==> src/rtl/de_interleaver.sv <==
// 802.11a block deinterleaver: ping-pong banks of MAXB bits, serial in/out, one bit per clock.
// Optional DEINT_FLUSH_EN: a full bank keeps draining after Start falls; a partial bank is dropped on restart.
module de_interleaver #(
    parameter int unsigned MAXB = 288
) (
    input  logic       Clk,
    input  logic       Reset,
    input  logic       Start,
    input  logic       x,
    input  logic [3:0] Rate,
    output logic       y,
    output logic       Valid
);

    localparam int unsigned AW = $clog2(MAXB);

    // Mode codes: 0 = 48/1 (BPSK), 1 = 96/2 (QPSK), 2 = 192/4 (16-QAM), 3 = 288/6 (64-QAM)
    function automatic logic [1:0] decode_rate(input logic [3:0] r);
        logic [1:0] m;
        m = 2'd0;
        if (r[0]) begin
            case (r[3:2])
                2'b11:   m = 2'd0;
                2'b01:   m = 2'd1;
                2'b10:   m = 2'd2;
                default: m = 2'd3;
            endcase
        end
        return m;
    endfunction

    function automatic logic [AW-1:0] ncbps_of(input logic [1:0] m);
        logic [AW-1:0] n;
        case (m)
            2'd0:    n = AW'(48);
            2'd1:    n = AW'(96);
            2'd2:    n = AW'(192);
            default: n = AW'(288);
        endcase
        return n;
    endfunction

    logic [MAXB-1:0] bank [2];
    logic            sel;
    logic [AW-1:0]   wcnt;
    logic [AW-1:0]   rcnt;
    logic [1:0]      wr_mode;
    logic [1:0]      rd_mode;
    logic            rd_active;

    logic            restart_c;
    logic            wzero_c;
    logic [AW-1:0]   waddr_c;
    logic [1:0]      cur_mode_c;
    logic            wlast_c;
    logic            rd_en_c;
    logic            rlast_c;
    logic [AW-1:0]   q_c;
    logic [AW-1:0]   r_c;
    logic [AW-1:0]   ilv_c;
    logic            rd_bit_c;

`ifdef DEINT_FLUSH_EN
    logic start_q;
    assign restart_c = Start & ~start_q;
    assign rd_en_c   = rd_active;
`else
    assign restart_c = 1'b0;
    assign rd_en_c   = rd_active & Start;
`endif

    // Write side: rate is sampled only on the first bit of a symbol
    assign wzero_c    = (wcnt == '0) | restart_c;
    assign waddr_c    = wzero_c ? '0 : wcnt;
    assign cur_mode_c = wzero_c ? decode_rate(Rate) : wr_mode;
    assign wlast_c    = (waddr_c == ncbps_of(cur_mode_c) - AW'(1));
    assign rlast_c    = (rcnt == ncbps_of(rd_mode) - AW'(1));

    // Read address: floor(16*i/NCBPS) collapses to k mod 16, so only tiny constant divides remain
    assign q_c = AW'(rcnt[AW-1:4]);
    assign r_c = AW'(rcnt[3:0]);

    always_comb begin
        ilv_c = '0;
        case (rd_mode)
            2'd0: ilv_c = r_c * AW'(3) + q_c;
            2'd1: ilv_c = r_c * AW'(6) + q_c;
            2'd2: begin
                ilv_c = r_c * AW'(12) + q_c;
                ilv_c[0] = ilv_c[0] ^ r_c[0];
            end
            default: ilv_c = r_c * AW'(18) + q_c - (q_c % AW'(3))
                             + ((q_c + AW'(15) - r_c) % AW'(3));
        endcase
    end

    assign rd_bit_c = bank[~sel][ilv_c];

    always_ff @(posedge Clk) begin
        if (Start) bank[sel][waddr_c] <= x;
    end

    // Counters, bank select and output; a write wrap overrides a coincident read wrap
    always_ff @(posedge Clk or negedge Reset) begin
        if (!Reset) begin
            sel       <= 1'b0;
            wcnt      <= '0;
            rcnt      <= '0;
            wr_mode   <= 2'd0;
            rd_mode   <= 2'd0;
            rd_active <= 1'b0;
            y         <= 1'b0;
            Valid     <= 1'b0;
`ifdef DEINT_FLUSH_EN
            start_q   <= 1'b0;
`endif
        end else begin
            Valid <= rd_en_c;
            if (rd_en_c) begin
                y <= rd_bit_c;
                if (rlast_c) begin
                    rcnt      <= '0;
                    rd_active <= 1'b0;
                end else begin
                    rcnt <= rcnt + AW'(1);
                end
            end
            if (Start) begin
                if (wzero_c) wr_mode <= cur_mode_c;
                if (wlast_c) begin
                    wcnt      <= '0;
                    sel       <= ~sel;
                    rd_mode   <= cur_mode_c;
                    rd_active <= 1'b1;
                    rcnt      <= '0;
                end else begin
                    wcnt <= waddr_c + AW'(1);
                end
            end
`ifdef DEINT_FLUSH_EN
            start_q <= Start;
`endif
        end
    end

endmodule

==> config.mk <==
export PLATFORM = sky130hd
export DESIGN_NAME = de_interleaver
export DESIGN_NICKNAME = d
export VERILOG_FILES = /design/src/rtl/de_interleaver.sv
export SDC_FILE = /design/constraint.sdc
export NUM_CORES = 1
export LEC_CHECK = 0
export BUFFER_PORTS_ARGS = -buffer_cell sky130_fd_sc_hd__buf_2
export CAP_MARGIN = 0
export CORE_AREA = 5 5 284 286
export DETAILED_ROUTE_END_ITERATION = 10
export DIE_AREA = 0 0 289 291
export GPL_ROUTABILITY_DRIVEN = 0
export REMOVE_ABC_BUFFERS = 1
export SETUP_SLACK_MARGIN = 0.4
export SYNTH_ARGS = -nofsm -noshare
export SYNTH_HDL_FRONTEND = slang
export SYNTH_SLANG_ARGS = --single-unit
==> constraint.sdc <==
create_clock -name Clk -period 15.4 [get_ports Clk]
set_input_delay 1.54 -clock Clk [delete_from_list [all_inputs] [get_ports Clk]]
set_output_delay 1.54 -clock Clk [all_outputs]
set_load 0.01 [all_outputs]
; Word-level counts from Yosys, hierarchy flattened
; Memory sizes are Yosys's and may differ from the RTL's.
; Index checks and enable logic that the tools add are counted.
[op_classes]
add_sub_neg = 12
mul = 4
magnitude_cmp = 3
reduce_logical = 6
n_div = 2
mux = 22
bitwise_logic = 3
n_eq_ne = 9
[ops]
columns = operator, n
row1 = $mux 288, 1
row2 = $pmux 9 s3, 3
row3 = $mux 9, 6
row4 = $lt 9x10->1 const B, 2
row5 = $add 9x1->9 const B, 2
row6 = $eq 9x9->1, 2
row7 = $mul 4x2->6 const B, 3
row8 = $sub 9x1->9 const B, 2
row9 = $add 8x5->9, 1
row10 = $add 9x5->9, 1
row11 = $add 9x9->9, 1
row12 = $bmux 1 s9, 1
row13 = $demux 1 s9, 1
row14 = $ge 9x1->1 const B, 1
row15 = $logic_not 9->1, 1
row16 = $mod 5x2->9 const B, 1
row17 = $mod 9x2->9 const B, 1
row18 = $sub 9x9->9, 1
row19 = $add 7x5->8, 1
row20 = $eq 2x2->1 const B, 4
row21 = $mul 4x4->8 const B, 1
row22 = $add 6x5->7, 1
row23 = $mux 1, 7
row24 = $sub 6x4->7, 1
row25 = other kinds (10), 15
[totals]
out_inout_bits = 2
word_cells = 70
ram_bits = 576
n_memories = 1
register_bits = 26
[mem_list]
columns = memory, words, width, read_ports, rd_ports_with_merged_regs, write_ports, line_no
row1 = bank, 2, 288, 1, 0, 1, 43  ; logic [MAXB-1:0] bank [2];

; Logic depth before layout (Yosys ltp)
; Gate-level depths: netlist (run 1).
[logic_depth]
ltp_word = 10
mapped_depth = 41

; Worst setup path before layout (run 1)
; No wires, ideal clock.
[synth_timing]
path_kind = register to register
from = reg rcnt[2]
to = reg y
setup_slack_ns = 6.351
period_less_slack_ns = 9.049
arrival_ns = 8.912
path_stages_with_launch = 40
cell_sequence = dfrtp_1 -> inv_1 -> ha_1 -> ha_1 -> a21o_1 -> a211oi_4 -> nor2_1 -> ha_1 -> nor4b_2 -> nand2_1 -> a221oi_1 -> or4_4 -> buf_6 -> o31ai_1 -> ha_1 -> a21oi_1 -> and3_1 -> or3_1 -> (+4 left out) -> fa_1 -> ha_1 -> inv_1 -> fa_1 -> inv_1 -> mux4_2 -> clkbuf_1 -> buf_2 -> clkbuf_1 -> nor2_1 -> a22oi_1 -> nand4_1 -> nand3_1 -> or3_1 -> nand4_1 -> nor2_1 -> a211oi_1 -> o211ai_2
[synth_between]
elab_chain_len = 7
elab_cells_between_ends = 15
classes_between = add/sub: 7 / mul: 4 / div: 1 / mux: 3
[synth_lines]
columns = item, line_no
row1 = start: declaration, 46  ; logic [AW-1:0] rcnt;
row2 = start signal: assignment, 125  ; rcnt <= rcnt + AW'(1);
row3 = "parallel branches: the longest is 4 deep, another holds $mod 9x2->9", n/a
row4 = $pmux 9 s3 (*), 85  ; case (rd_mode)
row5 = $bmux 1 s9 (*), 97  ; assign rd_bit_c = bank[~sel][ilv_c];
row6 = $mux 1 (not written as such) (*), 97
row7 = end signal: assignment, 120  ; y <= rd_bit_c;
row8 = end: declaration, 11  ; output logic y,
; Every way passes the cells marked *. The select of a mux whose other input is x is not followed.
; A chain may end at the register's enable or synchronous reset.

; Worst setup path after layout (run 1)
[layout_timing]
from = reg rcnt[6]
to = reg y
[layout_between]
elab_chain_len = 7
elab_cells_between_ends = 13
classes_between = add/sub: 8 / div: 2 / mux: 3
[layout_lines]
columns = item, line_no
row1 = $add 5x4->6, 93  ; + ((q_c + AW'(15) - r_c) % AW'(3));
row2 = $sub 6x4->7, 93
row3 = $mod 9x2->9, 93
row4 = $add 9x9->9, 93
row5 = $pmux 9 s3 (*), 85
row6 = $bmux 1 s9 (*), 97
row7 = $mux 1 (not written as such) (*), 97
; Every way passes the cells marked *; elsewhere a longest branch is shown, timed or not. The select of a mux whose other input is x is not followed.

==> results.md, run 1 <==
Outcome:
- The flow ran to the end, and the final reports show no timing, DRC or antenna violations.

Floorplan:
- The placeable core area is 0.0781 mm².
- The floorplan has 103 rows.
- The die boundary width is 289 µm.
- The effective utilization at floorplan is 0.395.
- The floorplan die height is 291 µm.
- The total die area is 0.0841 mm².
- The number of primary I/O pins is 10.

Critical path:
- STA classifies the critical path startpoint as a flip-flop.
- The worst register-to-register path has a setup slack of 4.40 ns.
- On the critical path the largest part of the delay comes from simple AND/OR/NAND/NOR gates.
- Of all nets on the critical path, the largest fanout is 63.
- The worst setup path is of the reg2reg kind.
- Data on the critical path arrives at its endpoint at 11.51 ns.
- The endpoint class of the critical path is a flip-flop.
- For the worst setup path, the data required time is 15.91 ns.
- Together, buffers and inverters on the worst path number 2.
- In this design, the stage delay of the slowest critical-path cell is 0.88 ns.
- For this design, the slowest cell found on the critical path is buf_4.
- The startpoint of the worst-slack reg-to-reg timing path is rcnt[6]$_DFF_PN0_.
- The cell with the most instances on the worst path is ha_1.
- The capture instance of the worst register-to-register path is y$_DFFE_PN0P_.
- The number of cells on the worst reg-to-reg path is 33.

Clock tree:
- After clock tree synthesis, the clock-pin slew on the worst setup and hold paths is 0.06 ns.
- Buffers inserted to repair hold after CTS numbered 0.
- In this run the clock root is driven by a clkbuf_16.
- CTS built an H-tree with a depth of 3.
- TritonCTS built the clock tree.
- Clock latency on the worst-skew pair, taken at its later pin, is 0.62 ns.
- The number of clock sinks is 602.
- TritonCTS created 67 clock buffers.
- The post-CTS repair timing setup buffer count is 0.
- Counting along the longest clock path gives a buffer depth of 3.
- The number of instances resized during post-cts repair is 0.

Routing:
- In the routed layout, each cell is associated on average with a via count of 5.78.
- In this run, the number of DRC markers left after iteration 0 of detailed routing was 2482.
- The remaining antenna violation count after routing is 0.
- The number of search-and-repair iterations in the first detailed-routing pass is 5.
- For this block, the routed nets add up to 83.4 mm of wire.
- The count of vias placed by the detailed router is 20.7k.
- The wire length per cell is 23.2 µm.
- In the routed design, unresolved DRC markers number 0.

Timing:
- The highest clock rate is 90.9 MHz.
- At the pin with the least slew margin, the transition time is 1.35 ns.
- The setup TNS is 0 ns.
- The headroom to the max-slew limit is 0.0957.
- The number of max-slew violations in the final report is 0.
- The final worst setup slack is 4.40 ns.
- The post-route clock skew is 0.0334 ns.
- The final hold violation count was 0.
- The number of endpoints failing setup at the final stage is 0.
- The ratio of final minimum period to clock period is 0.714.
- The smallest clock period supported by the final layout is computed as 11.00 ns.
- Setup repair after global routing left no endpoint under its margin.

Synth:
- The flop and latch count out of synthesis is 602.
- The number of enable flip-flop cells after synthesis is 576.
- The main flop type after synthesis is edfxtp_1.
- The count of yosys warnings during synthesis is 0.
- Ranked by total cell area, the synthesized netlist is headed by edfxtp_1 (56%), nor2_1 (8.0%), mux2i_1 (7.3%), mux4_2 (6.6%), dfrtp_1 (2.1%).
- The largest total area in the synthesized netlist belongs to edfxtp_1.
- The mean post-synth cell area is 12.1 µm².
- The netlist area before placement is 0.0309 mm².
- By count the netlist is led by nor2_1 (660), edfxtp_1 (576), mux2i_1 (225), clkbuf_1 (145), nand2_1 (122).
- Of the synthesized area, sequential elements account for 0.581.
- Of the post-synthesis cell area, the dominant cell type holds 0.560.
- The cell count after synthesis came out at 2546.
- The share of flip-flops with an asynchronous set or reset after synthesis is 0.0432.
- By instance count, the leading cell after synthesis is nor2_1.
- The distinct cell type count after synthesis is 87.

Final layout:
- The diode insertion count for antenna repair is 0.
- The post-layout net count is 2564.
- Of the cells placed in the final design, the portion with a size suffix greater than 1 is 0.114.
- The area growth from synthesis to layout is 10.2%.
- The number of filler instances in the final layout is 7181.

Global routing:
- The total global-route track usage is 0.195.
- The wire length of the first global-routing pass is 125 mm.
- The number of global-route vias before repair came to 20.4k.
- Entering global routing, the biggest net connects 202 pins.
- The number of antenna violations at the first check in global routing came to 0.
- The sum of overflow across all layers after global routing is 0.

Worst hold path:
- Counting instances, the worst hold path has a depth of 2.
- The worst hold path terminates at rd_active$_DFF_PN0_.
- The path class of the tightest hold or removal check is reg2reg.
- The startpoint identified for the worst hold timing path is rd_active$_DFF_PN0_.

Placed design:
- Timing analysis after detailed placement gives a worst setup slack of 4.52 ns.
- The count of buffers added on input and output ports is 8.
- The half-perimeter wire length after placement is 48.1 mm.

Flow run:
- The number of max-cap violations is 0.
[area by class of cell]
cell class | count | area (µm²) | share of cell area
Tap cell | 1050 | 1310 | 0.0386
Timing Repair Buffer | 60 | 453 | 0.0133
Inverter | 55 | 206 | 0.00607
Sequential cell | 602 | 18000 | 0.528
Multi-Input combinational cell | 1699 | 12000 | 0.353
Clock buffer | 85 | 1810 | 0.0532
Clock inverter | 37 | 275 | 0.00809
[kinds of logic (layout without fill, tap and decap cells)]
family,after synthesis,count (layout),synth area share
muxes,326,326,0.143
DFF,602,602,0.581
and+or+nand+nor,1012,1012,0.142
xor gates and xnor gates,38,38,0.0108
AOI/OAI and AO/OA,252,252,0.0578
buffers and inverters,245,237,0.0313
adders and majority gates,71,71,0.0336
[cells in the final DEF, fill, tap and decap left out, types with 9 or more instances in the layout]
cell type and n:
a211oi_1 13, a21oi_1 57, a22oi_1 37, a31oi_1 9, and2_1 9, and3_1 17, buf_4 51, clkbuf_1 15
clkbuf_16 70, clkinv_1 13, clkinv_2 11, dfrtp_1 25, edfxtp_1 576, fa_1 20, ha_1 50, inv_1 54
mux2i_1 222, mux4_2 90, nand2_1 122, nand2b_1 11, nand3_1 57, nand3b_1 15, nand4_1 24, nor2_1 658
nor2b_1 19, nor3_1 22, nor3b_1 10, o21ai_0 23, o22ai_1 28, xnor2_1 24, xor2_1 14
[metrics by stage]
step                 util  cell area (µm²)  instances  hold WS [ns]
floorplan               -            30100       2356         0.445
global placement    0.409            31900       3466         0.472
CTS                 0.436            34000       3588         0.510
detailed placement  0.409            31900       3466         0.495
global route        0.436            34000       3588         0.538
finish              0.436            34000       3588         0.499
[how the worst max path moves through the flow]
stage / start / end / slack [ns] / cells past startpoint
floorplan: rcnt[2]$_DFF_PN0_ / y$_DFFE_PN0P_ / -9.85 / 32
global placement: rcnt[6]$_DFF_PN0_ / y$_DFFE_PN0P_ / 4.73 / 33
detailed placement: rcnt[6]$_DFF_PN0_ / y$_DFFE_PN0P_ / 4.52 / 33
CTS: rcnt[6]$_DFF_PN0_ / y$_DFFE_PN0P_ / 4.44 / 33
global route: rcnt[2]$_DFF_PN0_ / y$_DFFE_PN0P_ / 3.90 / 34
finish: rcnt[6]$_DFF_PN0_ / y$_DFFE_PN0P_ / 4.40 / 33
[routing by layer]
| layer | wire length, µm | part of all wire | global-route usage | vias to the layer above |
|---|---|---|---|---|
| met5 | 0 | 0 | 0 | - |
| met4 | 2720 | 0.033 | 0.0598 | 0 |
| met3 | 6140 | 0.074 | 0.0331 | 174 |
| met2 | 39400 | 0.47 | 0.315 | 798 |
| met1 | 35100 | 0.42 | 0.271 | 10500 |
| li1 | - | - | - | 9204 |
[worst min-delay path: cells and delay by family, from the launching register on]
family / cells / cell delay [ns]
flip-flops: 1 / 0.35
AND/OR/NAND/NOR: 2 / 0.12
[flip-flops by register name, summed over array words and instances, names as in the netlist]
register / cells
bank: 576
rd_mode: 2
rd_active: 1
wcnt: 9
sel: 1
Valid: 1
y: 1
rcnt: 9
wr_mode: 2
Power of run 1 is not shown: default switching activity piles up to over one toggle a cycle in this logic, so the estimate is an artifact.
==> run 2, diff against run 1 <==
Clock period 15.4 ns to 10.35 ns, I/O delays scaled along.
==> run 2 against run 1 <==
- clock skew shrank 0.0044 ns
- fmax grew 13%
- final cell count grew 1.0%
- hold slack lost 0.041 ns
- critical path type unchanged
==> results.md, run 2 (synthesis results as in run 1) <==
Placed design:
- The placed instance count is 3500.
- The placed instances occupy a cell area of 0.0322 mm².
- In this run the tool buffered the top-level ports with 8 buffer cells.
- The HPWL after detailed placement is 50.5 mm.

Worst hold path:
- The class of the tightest hold or removal check is in2async.

Final layout:
- The register with the most flip-flops is bank.
- The diode insertion count for antenna repair is 0.
- The area of the multi-input gates is 0.0121 mm².
- The layout has 7179 filler cells.
- The library cells used most frequently in the layout, excluding fill and tap cells, are nor2_1 (658), edfxtp_1 (576), mux2i_1 (222), nand2_1 (121), mux4_2 (90).
- The most common cell after layout, fill and taps aside is nor2_1.
- The register with the most flip-flops in the layout has 576 of them.
- The area growth from synthesis to layout is 11.8%.
- The ratio of cells with drive above 1 in the final layout is 0.133.
- The sequential cells in the finished layout cover a total of 0.0180 mm².
- The share of the core filled with cells is 0.442.
- The summed area of non-filler cells in the final layout is 0.0345 mm².
- The largest registers in the layout are bank (576), rcnt (9), wcnt (9).
- The count of cells in the finished layout, fillers not included, comes to 3625.
- The net count of the finished layout is 2603.

Floorplan:
- Measured along the y axis, the die boundary spans 291 µm.
- 10 I/O pins were placed.
- The total number of placement rows is 103.
- The die boundary width is 289 µm.
- The total die area is 0.0841 mm².
- In this run the standard cell core region covers 0.0781 mm².
- The initial utilization of the core area, before any placement, comes to 0.395.

Critical path:
- The worst setup path is launched from a flip-flop.
- The internal reg-to-reg setup slack is 0.66 ns.
- The signal arrival time at the worst endpoint is 10.22 ns.
- The most critical setup path has its startpoint at rcnt[3]$_DFF_PN0_.
- The required time at the worst-slack endpoint is 10.88 ns.
- In this run the worst path has a maximum fanout of 11.
- The number of cells on the worst reg-to-reg path is 36.
- The worst setup path is captured at a flip-flop.
- The longest individual stage delay on the worst path is 0.65 ns.
- In this run the critical register-to-register path is captured at y$_DFFE_PN0P_.
- The critical-path cell with the highest stage delay is or4_4.
- The critical setup path kind is reg2reg.
- The startpoint of the worst-slack reg-to-reg timing path is rcnt[3]$_DFF_PN0_.

Timing:
- The highest clock rate is 103 MHz.
- In the finished design, the share of the clock period the worst path needs comes to 0.937.
- The number of max-slew violations in the final report came to 0.
- The worst slack on hold paths is 0.458 ns.
- Setup repair after global routing left no endpoint under its margin.
- Counting I/O delays and the setup requirement, the final critical path takes 9.69 ns.
- At the pin with the least slew margin, the transition time is 1.41 ns.
- Measured against its own limit, the worst slew margin works out to 0.0605.
- The clock arrives with 0.0290 ns of skew.
- The number of endpoints failing setup at the final stage is 0.
- The final hold violation count is 0.

Flow run:
- Max-cap violations in this run came to 0.

Clock tree:
- Counting along the longest clock path gives a buffer depth of 3.
- The root buffer cell chosen for the clock tree is clkbuf_16.
- The clock reaches the later pin of the worst-skew pair after 0.61 ns.
- The clock tree from TritonCTS is done.
- The clock transition at the register clock pins on the worst setup and hold paths after CTS is 0.06 ns.
- The number of buffers created by CTS is 67.
- The clock drives 602 sinks.
- The clock tree synthesis step divided the H-tree into 3 levels.

Global routing:
- The number of antenna violations at the first check in global routing is 0.
- The met2 global-route usage is 0.324.
- In the global route stage, overall resource usage came out at 0.192.
- After global routing the overflow that remains totals 0.
- For met3 alone, demand over resource in global routing was 0.0317.
- The number of global-route vias before repair was 20.5k.
- The layer carrying the most global-route usage is met2.
- The routing usage on met1 is 0.261.
- Entering global routing, the biggest net connects 187 pins.
- The first global-routing pass estimated 123 mm of wire.

Routing:
- The initial detailed-routing violation count is 2275.
- The remaining antenna violation count after routing is 0.
- The total length of routed wires is 81.8 mm.
- The residual DRC count is 0.
- The count of vias placed by the detailed router is 20.8k.
- Using the TritonRoute via totals, the vias-per-cell ratio works out to 5.75.
- In the final routed layout, each cell accounts on average for 22.6 µm.
- The first TritonRoute pass finished after 6 iterations.

Outcome:
- The run finished with clean final reports.
[run 2: cell count changes in the layout (fill, tap and decap cells not counted), sizes merged]
cell,before,now
buf,60,99
bufinv,2,5
clkbuf,85,79
clkinv,26,29
clkinvlp,7,3
inv,57,59
[run 2: metrics by stage]
step	TNS, ns	worst slack [ns]
6_report	0	0.656
5_1_grt	0	0.368
4_1_cts	0	0.498
3_5_place_dp	0	0.238
3_3_place_gp	0	0.472
2_1_floorplan	-14.90	-14.90
[run 2: worst max-delay path by stage]
stage | depth (start not counted) | end
2_1_floorplan | 32 | y$_DFFE_PN0P_
3_3_place_gp | 35 | y$_DFFE_PN0P_
3_5_place_dp | 35 | y$_DFFE_PN0P_
4_1_cts | 36 | y$_DFFE_PN0P_
5_1_grt | 37 | y$_DFFE_PN0P_
6_report | 36 | y$_DFFE_PN0P_
[run 2: layer usage]
layer / part of all wire / vias to the layer above
li1: - / 9277
met1: 0.42 / 10600
met2: 0.49 / 803
met3: 0.071 / 156
met4: 0.023 / 0
met5: 0 / -
[run 2: worst max-delay path: cells and delay by family, from the launching register on]
kind	cells	cell delay, ns
AND/OR/NAND/NOR	13	3.36
buffers and inverters	3	0.40
multiplexers	3	0.99
AO/OA/AOI/OAI	10	2.28
adder cells (fa/ha/maj)	7	2.24
flip-flops	1	0.37
[run 2: area by class of cell]
cell class                 instances  share of cell area
clock buffer                      79              0.0514
multi-input combinational       1699               0.350
inverter                          55             0.00598
clock inverter                    41              0.0102
sequential                       602               0.520
timing repair buffer              99              0.0238
tap                             1050              0.0381
[run 2: timing repair]
action | CTS | global route
setup buffers | 3 | 2
gates cloned | 0 | 0
pin swaps | 0 | 1
hold buffers | 0 | 0
gates resized for setup | 2 | 17
setup endpoints to repair | 1 | 1
endpoints found under the hold margin | 0 | 0
Power of run 2 is left out for the same reason.
